[config.mk]
export PLATFORM = sky130hd
export DESIGN_NAME = mod_retire
export DESIGN_NICKNAME = d
export VERILOG_FILES = /design/src/rtl/cpu_pkg.sv /design/src/rtl/mod_retire_queue.sv /design/src/rtl/mod_retire.sv
export SDC_FILE = /design/constraint.sdc
export NUM_CORES = 2
export LEC_CHECK = 0
export CORE_AREA = 4 4 510 512
export CTS_CLUSTER_SIZE = 40
export DETAILED_ROUTE_END_ITERATION = 10
export DIE_AREA = 0 0 514 516
export PLACE_DENSITY = 0.49
export SKIP_LAST_GASP = 1
export SLEW_MARGIN = 20
export SYNTH_ARGS = -nofsm -noshare
export SYNTH_HDL_FRONTEND = slang
export SYNTH_HIERARCHICAL = 1
export SYNTH_SLANG_ARGS = --single-unit
[constraint.sdc]
create_clock -name clk -period 9.1 [get_ports clk]
set_clock_uncertainty 0.2 [all_clocks]
set_input_delay 1.82 -clock clk [delete_from_list [all_inputs] [get_ports clk]]
set_output_delay 1.82 -clock clk [all_outputs]
set_load 0.01 [all_outputs]
[src/rtl/cpu_pkg.sv]
// Shared CPU types: EX->WB pipeline entry, retire queue entry, opcode constants.
package cpu_pkg;

    localparam int NREGS_C = 16;

    // 209-bit EX->WB pipeline register payload (MSB first as listed).
    typedef struct packed {
        logic [63:0] pc_contents;
        logic [63:0] alu_result;
        logic [63:0] alu_ext_result;
        logic [7:0]  ctl_opcode;
        logic [3:0]  ctl_regByte;
        logic [3:0]  ctl_rmByte;
        logic        sim_end;
    } EX_WB;

    // Queue slot: the entry plus its dependency code.
    typedef struct packed {
        EX_WB       ex;
        logic [1:0] dep;
    } rq_entry_t;

    // Scoreboard mask, element 0 is the MSB.
    typedef logic [0:NREGS_C-1] sbmask_t;

    typedef enum logic [1:0] {S_RUN, S_EXT, S_HALT} state_t;

    localparam logic [7:0] OP_IMUL    = 8'd247;
    localparam logic [7:0] OP_PUSH_LO = 8'd80;
    localparam logic [7:0] OP_PUSH_HI = 8'd87;
    localparam logic [7:0] OP_GRP1_81 = 8'h81;
    localparam logic [7:0] OP_GRP1_83 = 8'h83;
    localparam logic [7:0] OP_JE      = 8'd116;
    localparam logic [7:0] OP_JNL     = 8'd125;

    localparam logic [3:0] REG_RAX = 4'd0;
    localparam logic [3:0] REG_RDX = 4'd2;
    localparam logic [3:0] REG_CMP = 4'd7;   // group-1 /7 encodes CMP

    function automatic logic is_jcc(input EX_WB e);
        return (e.ctl_opcode == OP_JE) || (e.ctl_opcode == OP_JNL);
    endfunction

    // PUSH, CMP and jumps produce no architectural register result.
    function automatic logic no_write(input EX_WB e);
        logic push_op, cmp_op;
        push_op = (e.ctl_opcode >= OP_PUSH_LO) && (e.ctl_opcode <= OP_PUSH_HI);
        cmp_op  = ((e.ctl_opcode == OP_GRP1_81) || (e.ctl_opcode == OP_GRP1_83)) &&
                  (e.ctl_regByte == REG_CMP);
        return push_op || cmp_op || is_jcc(e);
    endfunction

    // Scoreboard bits released when an entry finishes.
    function automatic sbmask_t rel_mask(input rq_entry_t q);
        sbmask_t m;
        m = '0;
        m[q.ex.ctl_rmByte] = 1'b1;
        if (q.dep == 2'd2) m[q.ex.ctl_regByte] = 1'b1;
        return m;
    endfunction

endpackage

[src/rtl/mod_retire_queue.sv]
// Two-entry in-order retire FIFO with synchronous flush.
module mod_retire_queue
    import cpu_pkg::*;
(
    input  logic      clk,
    input  logic      reset,
    input  logic      push,
    input  logic      pop,
    input  logic      flush,
    input  rq_entry_t din,
    output rq_entry_t dout,
    output logic [1:0] count,
    output logic      full,
    output logic      empty
);
    rq_entry_t mem [2];
    logic      rd_ptr;
    logic      wr_ptr;
    logic      do_push;
    logic      do_pop;

    assign full    = (count == 2'd2);
    assign empty   = (count == 2'd0);
    assign do_push = push && !full;
    assign do_pop  = pop && !empty;
    assign dout    = mem[rd_ptr];

    // Pointer/occupancy tracking; flush drops everything queued.
    always_ff @(posedge clk or negedge reset) begin
        if (!reset) begin
            rd_ptr <= 1'b0;
            wr_ptr <= 1'b0;
            count  <= 2'd0;
        end else if (flush) begin
            rd_ptr <= 1'b0;
            wr_ptr <= 1'b0;
            count  <= 2'd0;
        end else begin
            if (do_push) wr_ptr <= ~wr_ptr;
            if (do_pop)  rd_ptr <= ~rd_ptr;
            count <= count + {1'b0, do_push} - {1'b0, do_pop};
        end
    end

    // Payload storage needs no reset; occupancy gates its use.
    always_ff @(posedge clk) begin
        if (do_push) mem[wr_ptr] <= din;
    end

endmodule

[src/rtl/mod_retire.sv]
// Retire stage: queues EX->WB entries, commits them to the register file,
// releases scoreboard bits and halts on sim_end.
module mod_retire
    import cpu_pkg::*;
#(
    parameter int NREGS = 16,
    parameter int XLEN  = 64,
    parameter int DEPTH = 2
) (
    input  logic                       clk,
    input  logic                       reset,
    input  logic                       wb_valid,
    output logic                       wb_ready,
    input  EX_WB                       exwb,
    input  logic [1:0]                 wb_dep,
    output logic [NREGS-1:0][XLEN-1:0] regfile,
    output logic [0:NREGS-1]           sb_clear,
    output logic                       retire_valid,
    output logic [63:0]                retired_pc,
    output logic                       sim_done
);
    state_t     state, state_nx;
    rq_entry_t  head;
    EX_WB       hx;
    logic       push, q_push, q_pop, q_flush, q_full, q_empty;
    logic [1:0] q_count, count_nx;
    logic       ready_nx;
    logic       wr_en, fin;
    logic [3:0] wr_idx;
    logic [XLEN-1:0] wr_data;
    sbmask_t    clr;

    assign hx      = head.ex;
    assign push    = wb_valid && wb_ready;
    assign q_push  = push && !q_full;
    assign q_pop   = fin;
    assign q_flush = (state == S_HALT);

    mod_retire_queue u_queue (
        .clk   (clk),
        .reset (reset),
        .push  (q_push),
        .pop   (q_pop),
        .flush (q_flush),
        .din   ('{ex: exwb, dep: wb_dep}),
        .dout  (head),
        .count (q_count),
        .full  (q_full),
        .empty (q_empty)
    );

    // FSM state register.
    always_ff @(posedge clk or negedge reset) begin
        if (!reset) state <= S_RUN;
        else        state <= state_nx;
    end

    // Next state: IMUL takes an extra cycle, sim_end parks in HALT until reset.
    always_comb begin
        state_nx = state;
        case (state)
            S_RUN: if (!q_empty) begin
                if (hx.ctl_opcode == OP_IMUL) state_nx = S_EXT;
                else if (hx.sim_end)          state_nx = S_HALT;
            end
            S_EXT:   state_nx = hx.sim_end ? S_HALT : S_RUN;
            default: state_nx = S_HALT;
        endcase
    end

    // Per-cycle commit decision: write port, finish/pop, scoreboard release.
    always_comb begin
        wr_en   = 1'b0;
        wr_idx  = '0;
        wr_data = '0;
        fin     = 1'b0;
        clr     = '0;
        case (state)
            S_RUN: if (!q_empty) begin
                if (hx.ctl_opcode == OP_IMUL) begin
                    wr_en   = 1'b1;
                    wr_idx  = REG_RAX;
                    wr_data = hx.alu_result;
                end else begin
                    fin     = 1'b1;
                    wr_en   = !no_write(hx);
                    wr_idx  = hx.ctl_rmByte;
                    wr_data = hx.alu_result;
                    if (!is_jcc(hx)) clr = rel_mask(head);
                end
            end
            S_EXT: begin
                wr_en        = 1'b1;
                wr_idx       = REG_RDX;
                wr_data      = hx.alu_ext_result;
                fin          = 1'b1;
                clr          = rel_mask(head);
                clr[REG_RAX] = 1'b1;
                clr[REG_RDX] = 1'b1;
            end
            default: ;
        endcase
    end

    // Ready is registered from next-cycle occupancy so pops never reach it combinationally.
    always_comb begin
        count_nx = q_flush ? 2'd0 : q_count + {1'b0, q_push} - {1'b0, q_pop};
        ready_nx = (state_nx != S_HALT) && (count_nx < 2'(DEPTH));
    end

    // Registered architectural outputs.
    always_ff @(posedge clk or negedge reset) begin
        if (!reset) begin
            regfile      <= '0;
            sb_clear     <= '0;
            retire_valid <= 1'b0;
            retired_pc   <= '0;
            sim_done     <= 1'b0;
            wb_ready     <= 1'b0;
        end else begin
            if (wr_en) regfile[wr_idx] <= wr_data;
            sb_clear     <= clr;
            retire_valid <= fin;
            if (fin) retired_pc <= hx.pc_contents;
            if (fin && hx.sim_end) sim_done <= 1'b1;
            wb_ready     <= ready_nx;
        end
    end

endmodule

Word-level counts from Yosys, hierarchy flattened
Memory sizes are Yosys's and may differ from the RTL's. Cells that the tools add are included.

Bits in registers: 1113. Bits in writable memories: 422. Bits of input ports: 214. Output and inout port bits: 1107. Logic and storage cells: 113. Memories: 1.

$add $sub $neg: 4. $lt $le $gt $ge: 9. Equality and inequality tests: 11. Muxes and demuxes: 36. Bitwise operators: 5. Reduce and logical (&&, ||, !) cells: 22.

Memories: u_queue.mem (depth 2, width 211, read ports 1, clocked after Yosys merged registers in 0, wr ports 1, RTL line mod_retire_queue.sv:16) `rq_entry_t mem [2];`.

Operators by type and width (count): bitwise mux 1024 bit (1); demux 64 bit (select 4 bit) (1); two-way mux 64 bit (2); case mux 64 bit (2 select lines) (1); two-way mux 16 bit (4); case mux 16 bit (2 select lines) (1); equality test 8 bit, second input constant (3); equality test 8 x 7 -> 1 bit, second input constant (2); OR 16 bit (1); two-way mux 1 bit (12); two-way mux 2 bit (6); logical AND 1 bit (11); >= comparator 5 bit, second input constant (2); < comparator 5 x 1 -> 1 bit, second input constant (2); NOT 4 -> 5 bit (2); demux 1 bit (select 4 bit) (2); >= comparator 8 x 7 -> 1 bit, second input constant (1); <= comparator 8 x 7 -> 1 bit, second input constant (1); two-way mux 4 bit (2); case mux 4 bit (2 select lines) (1); equality test 2 bit, second input constant (3); < comparator 4 x 5 -> 1 bit, second input constant (1); adder 2 x 1 -> 2 bit (2); equality test 4 x 3 -> 1 bit, second input constant (1); other kinds (12) (22).

Longest topological paths before layout
An unclocked memory read counts as a cell.

Depth after elaboration: 12. Mapped depth: 16. Depth with buffers taken out: 12.

Cells and area by module
Netlist, hierarchy kept.

Modules (own cells, without submodules): mod_retire (instances 1, cells an instance 2579, area an instance 42448.2 um^2, seq. area each 27751.6 um^2); mod_retire_queue (instances 1, cells an instance 682, area an instance 16300.6 um^2, seq. area each 12772.2 um^2).

Worst setup path after synthesis
No wires, ideal clock.

Kind: input port to flip-flop. Start: in wb_valid. End: mem u_queue/mem[1][0] (netlist bit) (enable). Setup time: 599 ps. Arrival time: 6907 ps. Required time: 8301 ps. Slack: 1394 ps. Cell stages on the path: 3. Buffers on the path: 0. Cell sequence: nand2_1 -> nor2_1 -> and3_1.

Longest elaborated chain between the ends: 5.

Ends and longest elaborated chain: start, declared (RTL line mod_retire.sv:12) `input logic wb_valid,`; logical AND 1 bit (RTL line mod_retire.sv:34) `assign push = wb_valid && wb_ready;`; logical AND 1 bit (RTL line mod_retire.sv:35) `assign q_push = push && !q_full;`; via q_push (RTL line mod_retire.sv:25) `logic push, q_push, q_pop, q_flush, q_full, q_empty;`; logical AND 1 bit (RTL line mod_retire_queue.sv:24) `assign do_push = push && !full;`; two-way mux 1 bit (RTL line mod_retire_queue.sv:47) `if (do_push) mem[wr_ptr] <= din;`; two-way mux 1 bit (implied by the code) (RTL line mod_retire_queue.sv:47); end, declared (RTL line mod_retire_queue.sv:16).

The timed path passes the listed nets, and every way through them passes these cells.

==> results by group <==
Clocking
  – Hold-fix buffers at CTS: 0
  – CTS tree: done
  – Postcts setup bufs: 0
  – PostCTS Resize Cnt: 0
  – Clock tree buffer depth: 3
  – Root buf cell: clkbuf_16
  – Clk pin slew, worst setup/hold paths: ~0.060 ns
  – Clock Latency Late Sink: 0.83 ns
  – Total CTS buffers: about 180
  – Clock H-tree levels: 4
  – CTS sink cnt: ~1500

Routing
  – DRC: 0
  – Final wirelength: ~220000 um
  – First-pass DRT Iterations: 8
  – Vias: between 30000 and 40000
  – Initial DRC Count: around 1700
  – Top layer in use: met5
  – Final ANT Viol Nets: 0
  – Met3 WL: between 20000 and 25000 um
  – M1 WL: 90810 um
  – WL/cell: 27.39 um
  – Routed wl met2: around 110000 um
  – Vias per cell: 4.222

Logic synthesis
  – Primary FF master, synth: dfrtp_1
  – Synth unique cells: 47
  – Async set or reset register ratio after synthesis: between 70 and 80%
  – Post-Syn Area: between 50000 and 60000 um^2
  – Post-Synthesis Cells: 3261
  – Number of flops mapped to enable cells by yosys: between 400 and 500
  – Post-Syn Area per Cell: between 15 and 20 um^2
  – FF+latch count, synth: roughly 1500
  – Sequential element share of the synthesized area: between 60 and 70%
  – Mapped Nets: approximately 3500
  – YS warnings: 6

GRT
  – Vias in the first global route: between 30000 and 40000
  – Initial antenna violation count: between 90 and 100
  – Total gr overflow: 0
  – First-pass GRT wire length: 304800 um
  – Pin count of the biggest net entering global routing: about 140
  – Global-route usage over all layers: between 10% and 20%

Critical path
  – Worst-path maximum fanout: 54
  – Setup CP Type: reg2reg
  – Critical path arrival: approximately 5.5 ns
  – WP data required: ~9.6 ns
  – Worst Setup End Kind: flip-flop
  – Crit start category: flip-flop

STA
  – Final worst path period need: around 5.0 ns
  – Final Slew Violations: 0
  – RSZ-0062 raised after global routing: no
  – Worst Max-Slew Pin Slew: about 1.2 ns
  – Max_slew headroom: between 10% and 20%
  – Highest Clock Rate: approximately 0.2 GHz
  – TNS Setup: 0 ns
  – Tcrit/Tclk final: approximately 55%
  – Final hold vios: 0
  – Final setup fails: 0

Cells and area
  – Commonest non-fill, non-tap cell in the layout: clkdlybuf4s50_1
  – Most frequent cells in the layout: clkdlybuf4s50_1 (1319), dfrtp_1 (1112), mux2_2 (1070)
  – Layout cells sized above 1: approximately a third
  – Area Overhead vs Synth: 39.29%
  – Fill cell count: approximately 25000
  – Net count of the finished layout: ~4900
  – Fin area: a little over 80000 um^2
  – Non-Filler Instances: 8210

Placement
  – DPL Wire Length: around 160000 um
  – GPL Wtd Cong: slightly below 0.8
  – Placed Area: between 70000 and 80000 um^2
  – Placed cell count: approximately 7800
  – Port Buffer Count: approximately 1300

Floorplanning
  – Initial core utilization: a little under a quarter
  – Cell Rows: around 190
  – Total core area: roughly 260000 um^2
  – Die ar.: ~270000 um^2
  – IO Pins: between 1000 and 1500
  – Width of the die: a little over 500 um
  – DIE HEIGHT: approximately 520 um

Pwr
  – Leakage power: around 35 nW
  – Pwr per Cell Area: a little over 200 nW/um^2
  – Peak supply drop: between 0.15 and 0.2 mV

Flow run
  – Max Cap Viol: 0

Worst hold path
  – Hold Crit Class: reg2reg

Status
  – Status: finished clean
kinds of logic (layout without fill, tap and decap cells):
family	after synthesis	count (layout)	synth area share, %
flip-flops	1535	1535	68.98
XOR/XNOR	5	5	0.07454
AO/OA/AOI/OAI	95	95	1.346
multiplexers	1299	1299	26.18
other	0	34	0
buffers and inverters	225	1756	2.275
AND/OR/NAND/NOR	99	99	1.086
adder cells (fa/ha/maj)	3	3	0.06390
final timing paths:
check                               startpoint            to  slack, ns  cells past startpoint
min in group asynchronous                reset  regfile[789]       0.78                      1
worst max register to register  u_queue/rd_ptr  regfile[299]       4.10                      9
worst max-delay path            u_queue/rd_ptr  regfile[299]       4.10                      9
worst min register to register    regfile[872]  regfile[872]       0.29                      1
worst min-delay path              regfile[872]  regfile[872]       0.29                      1
max in group asynchronous                reset   regfile[90]       5.90                      3
final cells by class:
| class | count | area [um^2] | share of cell area (%) |
|---|---|---|---|
| Multi-Input combinational cell | 1501 | 16950 | 20.72 |
| Clock inverter | 69 | 769.5 | 0.9404 |
| Inverter | 9 | 41.29 | 0.05046 |
| Antenna cell | 34 | 85.08 | 0.1040 |
| Timing Repair Buffer | 1418 | 14050 | 17.17 |
| Tap cell | 3384 | 4234 | 5.174 |
| Sequential cell | 1535 | 40530 | 49.53 |
| Clock buffer | 260 | 5164 | 6.310 |
where the power goes:
part,total [W],leakage (nW),switching [W],internal (W)
combinational,0.00179,12.8,0.000848,0.000941
clock,0.00718,2.92,0.00304,0.00414
sequential,0.00779,19.2,0.000209,0.00758
routing by layer:
layer  track usage [%]  vias up
met4             4.946       44
li1                  -    14740
met2             27.03     1321
met1             19.85    18180
met3             6.132      379
met5                 0        -
registers in the layout (all words and copies together) (netlist names):
signal,flops
regfile,1024
u_queue/mem,422
retired_pc,64
sb_clear,16
state,2
u_queue/count,2
retire_valid,1
sim_done,1
u_queue/rd_ptr,1
u_queue/wr_ptr,1
wb_ready,1
critical path, cell delays in order (launching register included):
cell      delay (ns)
dfrtp_4         0.52
buf_4           0.77
mux2_2          0.48
nand4b_1        0.21
o21ai_0         0.34
nand4_4         0.32
nor4_4          0.30
buf_4           0.54
buf_4           0.64
mux2_2          0.41
synthesized netlist by cell type, types with 7 or more instances:
master,n,area (um^2)
mux2_2,1070,12050
buf_6,28,315.3
dfrtp_1,1113,27850
mux2_4,200,3003
buf_2,82,410.4
nor2b_1,7,43.79
edfxtp_1,422,12670
inv_1,9,33.78
a22o_1,64,560.5
buf_12,11,220.2
clkbuf_1,93,349.1
a32oi_1,7,61.31
a22oi_1,7,52.55
mux2_1,29,326.6
nor2_1,27,101.4
nand2_1,14,52.55
per-stage QoR:
| stage | power [W] | setup slack (ns) | hold slack, ns | util (%) |
|---|---|---|---|---|
| after global placement | 0.009717 | 3.786 | 0.2668 | 29.64 |
| after CTS | 0.01706 | 3.982 | 0.2871 | 31.96 |
| after floorplan | 0.008610 | 1.394 | 0.3134 | - |
| after detailed placement | 0.009734 | 3.803 | 0.2742 | 29.64 |
| after global routing | 0.01746 | 3.709 | 0.3066 | 31.97 |
| final | 0.01675 | 4.105 | 0.2853 | 31.99 |
Note: power is estimated with default switching activity, not from simulation.
